## config.mk

```make
export PLATFORM = sky130hd
export DESIGN_NAME = seven_segment_scan
export DESIGN_NICKNAME = d
export VERILOG_FILES = /design/src/rtl/seven_segment_scan.sv
export SDC_FILE = /design/constraint.sdc
export NUM_CORES = 1
export LEC_CHECK = 0
export ABC_AREA = 1
export CORE_MARGIN = 2
export CORE_UTILIZATION = 34
export CTS_BUF_LIST = sky130_fd_sc_hd__clkbuf_4 sky130_fd_sc_hd__clkbuf_8
export CTS_CLUSTER_DIAMETER = 150
export CTS_CLUSTER_SIZE = 20
export DETAILED_ROUTE_END_ITERATION = 7
export GPL_TIMING_DRIVEN = 0
export HOLD_SLACK_MARGIN = 0.02
export PLACE_DENSITY = 0.59
export REMOVE_ABC_BUFFERS = 1
export SLEW_MARGIN = 20
export SYNTH_ARGS = -nofsm -noshare
export SYNTH_HDL_FRONTEND = slang
export SYNTH_SLANG_ARGS = --single-unit
```

## constraint.sdc

```tcl
create_clock -name clk -period 4.2 [get_ports clk]
set_clock_uncertainty 0.05 [all_clocks]
set_input_delay 0.42 -clock clk [delete_from_list [all_inputs] [get_ports clk]]
set_output_delay 0.42 -clock clk [all_outputs]
set_load 0.02 [all_outputs]
```

## src/rtl/seven_segment_scan.sv

```systemverilog
// Time-multiplexed common-anode 7-segment driver with frame-coherent snapshot,
// per-slot anti-ghosting blank, optional hex glyphs and leading-zero blanking.
module seven_segment_scan #(
  parameter int unsigned DIGITS        = 4,
  parameter int unsigned SCAN_DIV      = 100000,
  parameter int unsigned BLANK_CYC     = 1000,
  parameter int unsigned HEX_EN        = 1,
  parameter int unsigned AN_ACTIVE_LOW = 1
) (
  input  logic                  clk,
  input  logic                  reset,
  input  logic                  enable,
  input  logic                  blank_lz,
  input  logic [4*DIGITS-1:0]   value,
  input  logic [DIGITS-1:0]     dp_in,
  output logic [7:0]            seg,
  output logic [DIGITS-1:0]     an
);

  localparam int unsigned PreW = (SCAN_DIV > 2) ? $clog2(SCAN_DIV) : 1;
  localparam int unsigned IdxW = $clog2(DIGITS);
  localparam logic [PreW-1:0]   PreLast  = PreW'(SCAN_DIV - 1);
  localparam logic [PreW-1:0]   PreBlank = PreW'(BLANK_CYC);
  localparam logic [IdxW-1:0]   IdxLast  = IdxW'(DIGITS - 1);
  localparam logic [DIGITS-1:0] AnOff    = (AN_ACTIVE_LOW != 0) ? '1 : '0;

  logic [PreW-1:0]     pre_q, pre_d;
  logic [IdxW-1:0]     idx_q, idx_d;
  logic [4*DIGITS-1:0] snap_q;
  logic [DIGITS-1:0]   dp_snap_q;
  logic                load;
  logic [3:0]          nib;
  logic                dp_cur;
  logic                upper_nz;
  logic                lz_blank;
  logic                lit;
  logic [7:0]          seg_d;
  logic [DIGITS-1:0]   an_d;

  function automatic logic [6:0] decode(input logic [3:0] n);
    logic [6:0] g;
    case (n)
      4'h0:    g = 7'b1000000;
      4'h1:    g = 7'b1111001;
      4'h2:    g = 7'b0100100;
      4'h3:    g = 7'b0110000;
      4'h4:    g = 7'b0011001;
      4'h5:    g = 7'b0010010;
      4'h6:    g = 7'b0000010;
      4'h7:    g = 7'b1111000;
      4'h8:    g = 7'b0000000;
      4'h9:    g = 7'b0010000;
      4'hA:    g = 7'b0001000;
      4'hB:    g = 7'b0000011;
      4'hC:    g = 7'b1000110;
      4'hD:    g = 7'b0100001;
      4'hE:    g = 7'b0000110;
      default: g = 7'b0001110;
    endcase
    if (HEX_EN == 0 && n > 4'h9) g = 7'b1111111;
    return g;
  endfunction

  always_comb begin
    pre_d = (pre_q == PreLast) ? '0 : pre_q + 1'b1;
    idx_d = idx_q;
    if (pre_q == PreLast) begin
      idx_d = (idx_q == IdxLast) ? '0 : idx_q + 1'b1;
    end
    // Snapshot only at the start of a frame so mid-scan updates never tear.
    load = (pre_q == '0) && (idx_q == '0);
  end

  always_comb begin
    nib      = '0;
    dp_cur   = 1'b0;
    upper_nz = 1'b0;
    for (int i = 0; i < int'(DIGITS); i++) begin
      if (IdxW'(i) == idx_q) begin
        nib    = snap_q[4*i +: 4];
        dp_cur = dp_snap_q[i];
      end
      if (IdxW'(i) >= idx_q && snap_q[4*i +: 4] != 4'h0) upper_nz = 1'b1;
    end
    lz_blank = blank_lz && (idx_q != '0) && !upper_nz;
    lit      = enable && (pre_q >= PreBlank);
    seg_d    = 8'hFF;
    an_d     = AnOff;
    if (lit) begin
      // Blanked digits keep their anode so brightness stays uniform.
      seg_d = {~dp_cur, lz_blank ? 7'b1111111 : decode(nib)};
      for (int i = 0; i < int'(DIGITS); i++) begin
        if (IdxW'(i) == idx_q) an_d[i] = ~AnOff[i];
      end
    end
  end

  always_ff @(posedge clk) begin
    if (reset) begin
      pre_q     <= '0;
      idx_q     <= '0;
      snap_q    <= '0;
      dp_snap_q <= '0;
      seg       <= 8'hFF;
      an        <= AnOff;
    end else begin
      pre_q <= pre_d;
      idx_q <= idx_d;
      if (load) begin
        snap_q    <= value;
        dp_snap_q <= dp_in;
      end
      seg <= seg_d;
      an  <= an_d;
    end
  end

endmodule

```

==> results.txt, run 1 <==
----------------------------------------------------
[Setup path]
  Worst-path cell with the longest stage delay ... sky130_fd_sc_hd__o21ai_0
  Crit Path Class ... flop to flop
  Critical path endpoint category ... flop
  Reg2Reg Launch Point ... idx_q[0]$_SDFFE_PP0P_
  Required arrival time at the worst endpoint ... 4.36 ns
  CP delay by family, top ... adder cells
  Critical Path Fanout Max ... 10
  Largest stage delay on the critical path ... 0.60 ns
  Flop2flop setup slack ... 1.71 ns
  List of cells traversed by the critical path ... ha_1 > inv_1 > o21ai_0 > inv_1 > ha_1 > nand3_1 > nand3_1 > nand2_1 > nand2_1
  Buf/Inv on CP ... 2
  Count of cell instances traversed by the critical path ... 9
  Depth of the most critical reg-to-reg path ... 9
  Launch point of the critical path ... idx_q[0]$_SDFFE_PP0P_
  Arrival time worst endpoint ... 2.65 ns
  Terminus of the critical flop-to-flop path ... seg[3]$_SDFF_PP1_
  Crit path launch type ... flop

[Clock tree]
  CTS Hold Bufs ... 0
  Master cell of the clock root buffer ... sky130_fd_sc_hd__clkbuf_8
  CTS tree ... done
  Post-cts resize count ... 0
  Num CTS Buffers ... 5
  TritonCTS sink count ... 51
  # Post-CTS Setup Buffers ... 0
  Clock Path Buffers ... 2
  Register clock-pin slew on the reported worst setup and hold paths ... 0.09 ns
  Clock insertion delay at the later pin of the skew report ... 0.30 ns
  Depth of the CTS H-tree ... 2

[Finish]
  Final cell count without fillers ... 555
  Area Growth Syn to Fin ... 19.78%
  Fill count ... 841
  Antenna Diode Count ... 0
  Final layout net count ... 490
  Share of cells above drive strength 1 ... 0.05960

[Routing]
  Routed via count ... 2524
  Number of routed nets with antenna violations ... 0
  Average detailed-routed wire length per instance ... 10.77 um
  Remaining design rule violation count ... 0
  Via density per instance ... 4.548
  DRC violation total after the first TritonRoute iteration ... 64
  WL final ... 5.979 mm
  Detailed-routing iteration count for the pre-antenna-repair pass ... 4

[GRT]
  Number of global-route vias before repair ... 2350
  Gr busiest metal ... met2
  Met2 track demand over resource ... 0.2572
  Met3 track utilization from global routing ... 0.02901
  First-pass GRT wire length ... 10.17 mm
  Met1 Track Usage GR ... 0.1678
  Total congestion overflow ... 0
  GRT Resource Usage Total ... 0.1427
  Pin count of the biggest net entering global routing ... 41
  Antenna violations before repair ... 0

[Placed design]
  Post-detailed-placement half-perimeter wirelength ... 4.456 mm
  Total of buffers placed on input and output ports ... 35
  Placed Cells ... 548
  Routability Congestion ... 0.8632

[Run status]
  Result of the run ... finished, final reports clean

[Timing]
  Hold Vio Cnt, Final ... 0
  Setup tns final ... 0 ns
  Setup violation total in the final timing report ... 0
  RSZ-0062 raised after global routing ... false
  Tcrit/Tclk final ... 0.5939
  Achievable frequency ... 400.9 MHz
  Shortest clock period the worst path allows after layout ... 2.494 ns
  Max-Slew Margin vs Limit ... 0.4753
  Total count of max-transition violations in the final report ... 0
  Least-Margin Pin Slew ... 0.7862 ns

[Die]
  Vertical die dimension ... 93.55 um
  Floorplan die width ... 93.55 um
  Number of core rows ... 32
  Die area ... 8751 um^2
  Io pins ... 36
  Total core area ... 7767 um^2
  Initial core utilization ... 0.3510

[Synth]
  Synthesized cell area ... 2726 um^2
  Cells after Synth ... 421
  Number of synthesis warnings ... 0
  Synthesized area per cell ... 6.476 um^2
  Number of enable flip-flop cells after synthesis ... 0
  Commonest cells post-synth ... sky130_fd_sc_hd__nand2_1, sky130_fd_sc_hd__nor2_1, sky130_fd_sc_hd__inv_1
  Most repeated cell in the gate-level netlist after synthesis ... sky130_fd_sc_hd__nand2_1
  Top post-synthesis cells by area ... sky130_fd_sc_hd__dfxtp_1, sky130_fd_sc_hd__nand2_1, sky130_fd_sc_hd__nor2_1
  Async S/R FF share, synth ... 0
  Share of the synthesized area in the top cell type ... 0.3745
  Most common flop cell mapped by yosys ... sky130_fd_sc_hd__dfxtp_1
  Cell taking the most area after synthesis ... sky130_fd_sc_hd__dfxtp_1
  Synthesized flop and latch total ... 51
  Number of distinct standard cells referenced by the synthesized netlist ... 26
  Share of the yosys chip area belonging to registers ... 0.3745

[Power and ir drop]
  Static Leak ... 0.001427 uW
  Maximum vdd ir drop ... 0.0001908 V
  Power density over the cells ... 317.0 nW/um^2

[Min path]
  Worst hold path depth ... 1
  Endpoint with the worst hold slack ... pre_q[0]$_SDFF_PP0_
  Worst min-delay path class ... flop to flop
  HP Start ... pre_q[0]$_SDFF_PP0_

[Run]
  Number of max-capacitance violations reported ... 0

----------------------------------------------------
## final cells by class
class | instances | area, um^2 | area share
Multi-Input combinational cell | 303 | 1446 | 0.4429
Tap cell | 102 | 127.6 | 0.03908
Inverter | 57 | 214.0 | 0.06552
Clock inverter | 2 | 37.54 | 0.01149
Clock buffer | 5 | 68.82 | 0.02107
Sequential cell | 51 | 1021 | 0.3126
Timing Repair Buffer | 35 | 350.3 | 0.1073
## layer usage
metal | wire, um | vias to the layer above
met5 | 0 | -
met4 | 102 | 0
met3 | 247 | 11
met2 | 2854 | 39
met1 | 2774 | 1118
li1 | - | 1356
## cells in the final DEF (no fill, tap or decap), types with 4 or more instances in the layout
cell	instances
sky130_fd_sc_hd__nand2_1	118
sky130_fd_sc_hd__a21oi_1	17
sky130_fd_sc_hd__ha_1	13
sky130_fd_sc_hd__o211ai_1	4
sky130_fd_sc_hd__clkbuf_8	5
sky130_fd_sc_hd__inv_2	4
sky130_fd_sc_hd__o21ai_0	9
sky130_fd_sc_hd__nand2_2	7
sky130_fd_sc_hd__nand4_1	4
sky130_fd_sc_hd__nor3_1	5
sky130_fd_sc_hd__inv_1	52
sky130_fd_sc_hd__nor2_1	81
sky130_fd_sc_hd__nand3_1	29
sky130_fd_sc_hd__dfxtp_1	51
sky130_fd_sc_hd__clkdlybuf4s50_1	35
## metrics by stage
| stage | hold slack (ns) | instance area (um^2) | power [uW] | utilization | setup WS (ns) |
|---|---|---|---|---|---|
| after floorplan | 0.3800 | 2676 | 656.1 | - | 2.143 |
| after global placement | 0.3925 | 3154 | 710.3 | 0.4061 | 1.377 |
| after detailed placement | 0.4032 | 3159 | 711.3 | 0.4067 | 1.708 |
| after CTS | 0.4245 | 3266 | 1050 | 0.4204 | 1.690 |
| after global routing | 0.4492 | 3266 | 1101 | 0.4204 | 1.379 |
| final | 0.4201 | 3266 | 1035 | 0.4204 | 1.706 |
## worst max path at each step
| stage | slack [ns] | end |
|---|---|---|
| 2_1_floorplan | 2.14 | dp_snap_q[0]$_SDFFE_PP0P_ |
| 3_3_place_gp | 1.38 | snap_q[11]$_SDFFE_PP0P_ |
| 3_5_place_dp | 1.71 | seg[3]$_SDFF_PP1_ |
| 4_1_cts | 1.69 | seg[3]$_SDFF_PP1_ |
| 5_1_grt | 1.38 | seg[4]$_SDFF_PP1_ |
| 6_report | 1.71 | seg[3]$_SDFF_PP1_ |
## cells by family after synthesis
logic type / share of synthesized area
adders and majority gates: 0.05966
buffers and inverters: 0.09683
xor gates and xnor gates: 0.006426
DFF: 0.3745
AOI/OAI and AO/OA: 0.05874
and+or+nand+nor: 0.4038
## power by group
part / switching, uW / internal [uW]
Clock: 163 / 174
Sequential: 14.6 / 509
Combinational: 104 / 70.0
## sequential cells by signal, indices dropped and copies added (netlist names)
name and count:
seg 8, snap_q 16, dp_snap_q 4, idx_q 2
an 4, pre_q 17
No activity file was read; power rests on OpenSTA's default activity.
==> run 2, diff against run 1 <==
- clock period: 4.2 -> 2.3 ns (I/O delays scaled with it)
==> results.txt, run 2 (synthesis results as in run 1) <==
----------------------------------------------------
[Clock tree]
  TritonCTS sink count ... 51
  # Post-CTS Setup Buffers ... 0
  Depth of the CTS H-tree ... 2
  Clock Path Buffers ... 2
  Num CTS Buffers ... 5
  Master cell of the clock root buffer ... sky130_fd_sc_hd__clkbuf_8
  CTS Hold Bufs ... 0
  Register clock-pin slew on the reported worst setup and hold paths ... 0.09 ns
  CTS tree ... done
  Clock insertion delay at the later pin of the skew report ... 0.30 ns

[Routing]
  Via density per instance ... 4.497
  DRC violation total after the first TritonRoute iteration ... 75
  WL final ... 5.951 mm
  Detailed-routing iteration count for the pre-antenna-repair pass ... 4
  Average detailed-routed wire length per instance ... 10.72 um
  Number of routed nets with antenna violations ... 0
  Remaining design rule violation count ... 0
  Routed via count ... 2496

[Die]
  Vertical die dimension ... 93.55 um
  Initial core utilization ... 0.3510
  Die area ... 8751 um^2
  Floorplan die width ... 93.55 um
  Number of core rows ... 32
  Io pins ... 36
  Total core area ... 7767 um^2

[Finish]
  Largest register by flop count ... pre_q
  Most common cell after layout, fill and taps aside ... sky130_fd_sc_hd__nand2_1
  Commonest non-fill, non-tap cells in the layout ... sky130_fd_sc_hd__nand2_1, sky130_fd_sc_hd__nor2_1, sky130_fd_sc_hd__inv_1
  Share of cells above drive strength 1 ... 0.07726
  Area Growth Syn to Fin ... 20.70%
  Final cell count without fillers ... 555
  Biggest regs ... pre_q: 17 flops, snap_q: 16 flops, seg: 8 flops
  Flip-flop count of the largest register, all copies and words added ... 17
  Antenna Diode Count ... 0
  Final layout net count ... 490
  Non-Filler Cell Area, Final ... 3291 um^2

[Timing]
  Shortest clock period the worst path allows after layout ... 2.040 ns
  Max-Slew Margin vs Limit ... 0.4827
  Tcrit/Tclk final ... 0.8869
  Achievable frequency ... 490.2 MHz
  Crit path setup slack, layout ... 0.2601 ns
  Least-Margin Pin Slew ... 0.7751 ns
  RSZ-0062 raised after global routing ... false
  Setup violation total in the final timing report ... 0
  Total count of max-transition violations in the final report ... 0
  Setup tns final ... 0 ns
  Hold Vio Cnt, Final ... 0

[GRT]
  Number of global-route vias before repair ... 2350
  Antenna violations before repair ... 0
  First-pass GRT wire length ... 10.17 mm
  GRT Resource Usage Total ... 0.1427
  Pin count of the biggest net entering global routing ... 41
  Total congestion overflow ... 0

[Placed design]
  Placed Cells ... 548
  Post-detailed-placement half-perimeter wirelength ... 4.456 mm
  Worst Setup Slack post-DPL ... -0.1921 ns
  Total of buffers placed on input and output ports ... 35
  Routability Congestion ... 0.8632
  Post-placement cell area ... 3159 um^2

[Power and ir drop]
  Power density over the cells ... 574.2 nW/um^2
  Maximum vdd ir drop ... 0.0003457 V
  Power Total ... 1889 uW
  Static Leak ... 0.001424 uW

[Setup path]
  Required arrival time at the worst endpoint ... 2.51 ns
  Critical Path Fanout Max ... 7
  Arrival time worst endpoint ... 2.25 ns
  Crit path launch type ... flop
  Critical path endpoint category ... flop
  Crit Path Class ... flop to flop

[Run status]
  Result of the run ... finished, final reports clean

[Run]
  Number of max-capacitance violations reported ... 0

[Min path]
  Worst min-delay path class ... flop to flop

----------------------------------------------------
[run 2: final timing paths]
check                              from                  end  cells past startpoint  slack, ns
setup / recovery  idx_q[1]$_SDFFE_PP0P_    seg[1]$_SDFF_PP1_                     14       0.26
hold / removal      pre_q[0]$_SDFF_PP0_  pre_q[0]$_SDFF_PP0_                      1       0.42
setup reg to reg  idx_q[1]$_SDFFE_PP0P_    seg[1]$_SDFF_PP1_                     14       0.26
hold reg to reg     pre_q[0]$_SDFF_PP0_  pre_q[0]$_SDFF_PP0_                      1       0.42
[run 2: final cells by class]
| type | count | area [um^2] |
|---|---|---|
| clock buffers | 5 | 68.82 |
| fillers | 846 | 4477 |
| inverters | 57 | 214.0 |
| multi-input cells | 303 | 1470 |
| repair buffers | 35 | 350.3 |
| flip-flops and latches | 51 | 1022 |
| clock inverters | 2 | 37.54 |
| well taps | 102 | 127.6 |
[run 2: worst max-delay path, cell delays in order, from the launching register on]
cell	delay [ns]
sky130_fd_sc_hd__dfxtp_1	0.41
sky130_fd_sc_hd__inv_1	0.10
sky130_fd_sc_hd__ha_2	0.23
sky130_fd_sc_hd__inv_2	0.11
sky130_fd_sc_hd__nand2_1	0.06
sky130_fd_sc_hd__nand3_1	0.07
sky130_fd_sc_hd__nand2_1	0.07
sky130_fd_sc_hd__nand2_2	0.11
sky130_fd_sc_hd__inv_1	0.10
sky130_fd_sc_hd__ha_1	0.31
sky130_fd_sc_hd__inv_1	0.06
sky130_fd_sc_hd__nand3_1	0.07
sky130_fd_sc_hd__nor2_1	0.13
sky130_fd_sc_hd__nor2_1	0.06
sky130_fd_sc_hd__nand2_1	0.06
[run 2: metrics by stage]
step,hold slack (ns),util
2_1_floorplan,0.3149,-
6_report,0.4193,0.4236
5_1_grt,0.4492,0.4236
3_5_place_dp,0.4032,0.4067
4_1_cts,0.4245,0.4219
3_3_place_gp,0.3925,0.4061
[run 2: per-layer routing]
metal	vias to the layer above	GRT usage	wire length, um
li1	1352	-	-
met1	1101	0.1678	2807
met2	31	0.2572	2822
met3	12	0.02901	217
met4	0	0.04831	104
met5	-	0	0
[run 2: what timing repair did]
action,in CTS,in global routing
setup endpoints to repair,15,9
gates resized for setup,3,7
pin swaps,0,0
[run 2: report_power, final]
part | switching [uW] | leakage [uW] | internal, uW
Clock | 294 | 0.0000502 | 318
Combinational | 191 | 0.000956 | 128
Sequential | 27.1 | 0.000418 | 930
==> run 3, diff against run 2 <==
- GPL_ROUTABILITY_DRIVEN: not set -> 0
==> results.txt, run 3 (synthesis results as in run 1) <==
----------------------------------------------------
[Run status]
  Result of the run ... finished, final reports clean

[Setup path]
  Depth of the most critical reg-to-reg path ... 9
  Critical Path Fanout Max ... 10
  Terminus of the critical flop-to-flop path ... seg[3]$_SDFF_PP1_
  Crit path launch type ... flop
  Reg2Reg Launch Point ... idx_q[0]$_SDFFE_PP0P_
  Flop2flop setup slack ... 0.22 ns
  Arrival time worst endpoint ... 2.25 ns
  Critical path endpoint category ... flop
  Crit Path Class ... flop to flop
  Required arrival time at the worst endpoint ... 2.47 ns

[Min path]
  Endpoint with the worst hold slack ... pre_q[0]$_SDFF_PP0_
  Worst hold path depth ... 1
  HP Start ... pre_q[0]$_SDFF_PP0_
  Worst min-delay path class ... flop to flop

[Finish]
  Final cell count without fillers ... 557
  Share of cells above drive strength 1 ... 0.08132
  Most common cell after layout, fill and taps aside ... sky130_fd_sc_hd__nand2_1
  Multi-input combinational cell area ... 1460 um^2
  Fill count ... 837
  Commonest non-fill, non-tap cells in the layout ... sky130_fd_sc_hd__nand2_1, sky130_fd_sc_hd__nor2_1, sky130_fd_sc_hd__inv_1
  Final layout net count ... 491
  Flip-flop count of the largest register, all copies and words added ... 17
  Antenna Diode Count ... 0
  Area Growth Syn to Fin ... 20.97%
  Core occupancy in the finished layout ... 0.4246
  Storage cell area ... 1023 um^2
  Biggest regs ... pre_q: 17 flops, snap_q: 16 flops, seg: 8 flops
  Largest register by flop count ... pre_q

[Clock tree]
  Depth of the CTS H-tree ... 2
  CTS tree ... done
  TritonCTS sink count ... 51
  Register clock-pin slew on the reported worst setup and hold paths ... 0.10 ns
  Master cell of the clock root buffer ... sky130_fd_sc_hd__clkbuf_8
  Clock Path Buffers ... 2
  # Post-CTS Setup Buffers ... 0
  Num CTS Buffers ... 5
  Clock insertion delay at the later pin of the skew report ... 0.32 ns
  Post-cts resize count ... 2
  CTS Hold Bufs ... 0

[GRT]
  Number of global-route vias before repair ... 2437
  Total congestion overflow ... 0
  GRT Resource Usage Total ... 0.1469
  First-pass GRT wire length ... 10.35 mm
  Pin count of the biggest net entering global routing ... 34
  Antenna violations before repair ... 0

[Die]
  Floorplan die width ... 93.55 um
  Die area ... 8751 um^2
  Vertical die dimension ... 93.55 um
  Total core area ... 7767 um^2
  Initial core utilization ... 0.3510
  Io pins ... 36
  Number of core rows ... 32

[Timing]
  Hold Vio Cnt, Final ... 0
  Setup violation total in the final timing report ... 0
  Total count of max-transition violations in the final report ... 0
  Tcrit/Tclk final ... 0.9042
  Tightest hold margin ... 0.4265 ns
  Achievable frequency ... 480.8 MHz
  Max-Slew Margin vs Limit ... 0.4589
  Setup tns final ... 0 ns
  RSZ-0062 raised after global routing ... false
  Shortest clock period the worst path allows after layout ... 2.080 ns
  Least-Margin Pin Slew ... 0.8107 ns

[Placed design]
  Post-detailed-placement half-perimeter wirelength ... 4.440 mm
  Total of buffers placed on input and output ports ... 35
  Placed Cells ... 549

[Routing]
  DRC violation total after the first TritonRoute iteration ... 94
  Via density per instance ... 4.521
  Remaining design rule violation count ... 0
  Average detailed-routed wire length per instance ... 10.79 um
  Routed via count ... 2518
  Number of routed nets with antenna violations ... 0
  Detailed-routing iteration count for the pre-antenna-repair pass ... 4
  WL final ... 6.012 mm

[Power and ir drop]
  Power Total ... 1852 uW
  Static Leak ... 0.001438 uW
  Maximum vdd ir drop ... 0.0002147 V
  Power density over the cells ... 561.5 nW/um^2

[Run]
  Number of max-capacitance violations reported ... 0

----------------------------------------------------
run 3: cell count changes in the layout (fill, tap and decap cells not counted), sizes merged:
cell and delta:
inv +2, buf +1, clkinv +1, clkinvlp -1, bufinv -1
run 3: where the power goes:
group	switching (uW)	leakage [uW]	internal, uW
clock	334	0.0000491	225
combinational	195	0.000971	140
sequential	27.8	0.000418	930
total	557	0.00144	1290
run 3: final cells by class:
cell class                 count  share of cell area
sequential                    51              0.3103
tap                          102             0.03869
clock buffer                   5             0.02086
inverter                      57             0.06487
multi-input combinational    303              0.4427
timing repair buffer          36              0.1146
clock inverter                 3            0.007967
run 3: worst max-delay path by stage:
stage	slack [ns]	endpoint	cells after the start	start
after floorplan	0.24	dp_snap_q[0]$_SDFFE_PP0P_	7	idx_q[0]$_SDFFE_PP0P_
after global placement	-0.56	snap_q[10]$_SDFFE_PP0P_	7	idx_q[0]$_SDFFE_PP0P_
after detailed placement	-0.22	seg[3]$_SDFF_PP1_	9	idx_q[0]$_SDFFE_PP0P_
after CTS	0.01	seg[1]$_SDFF_PP1_	14	idx_q[0]$_SDFFE_PP0P_
after global routing	0.02	seg[3]$_SDFF_PP1_	9	idx_q[0]$_SDFFE_PP0P_
final	0.22	seg[3]$_SDFF_PP1_	9	idx_q[0]$_SDFFE_PP0P_
run 3: metrics by stage:
stage / setup slack [ns] / cell area, um^2
floorplan: 0.2434 / 2676
global placement: -0.5557 / 3154
detailed placement: -0.2246 / 3187
CTS: 0.01150 / 3286
global route: 0.01520 / 3298
finish: 0.2203 / 3298
run 3: critical path, stage by stage, from the launching register on:
cell and delay [ns]:
sky130_fd_sc_hd__dfxtp_2 0.40, sky130_fd_sc_hd__ha_1 0.40, sky130_fd_sc_hd__inv_1 0.16, sky130_fd_sc_hd__o21ai_2 0.29, sky130_fd_sc_hd__inv_1 0.11, sky130_fd_sc_hd__ha_1 0.23
sky130_fd_sc_hd__nand3_1 0.14, sky130_fd_sc_hd__nand3_1 0.10, sky130_fd_sc_hd__nand2_1 0.07, sky130_fd_sc_hd__nand2_1 0.04
run 3: layer usage:
metal	vias to the layer above	wire length, um	global-route usage
met5	-	0	0
met2	38	2882	0.2710
met3	6	231	0.02498
met4	0	61	0.04831
met1	1111	2837	0.1711
li1	1363	-	-
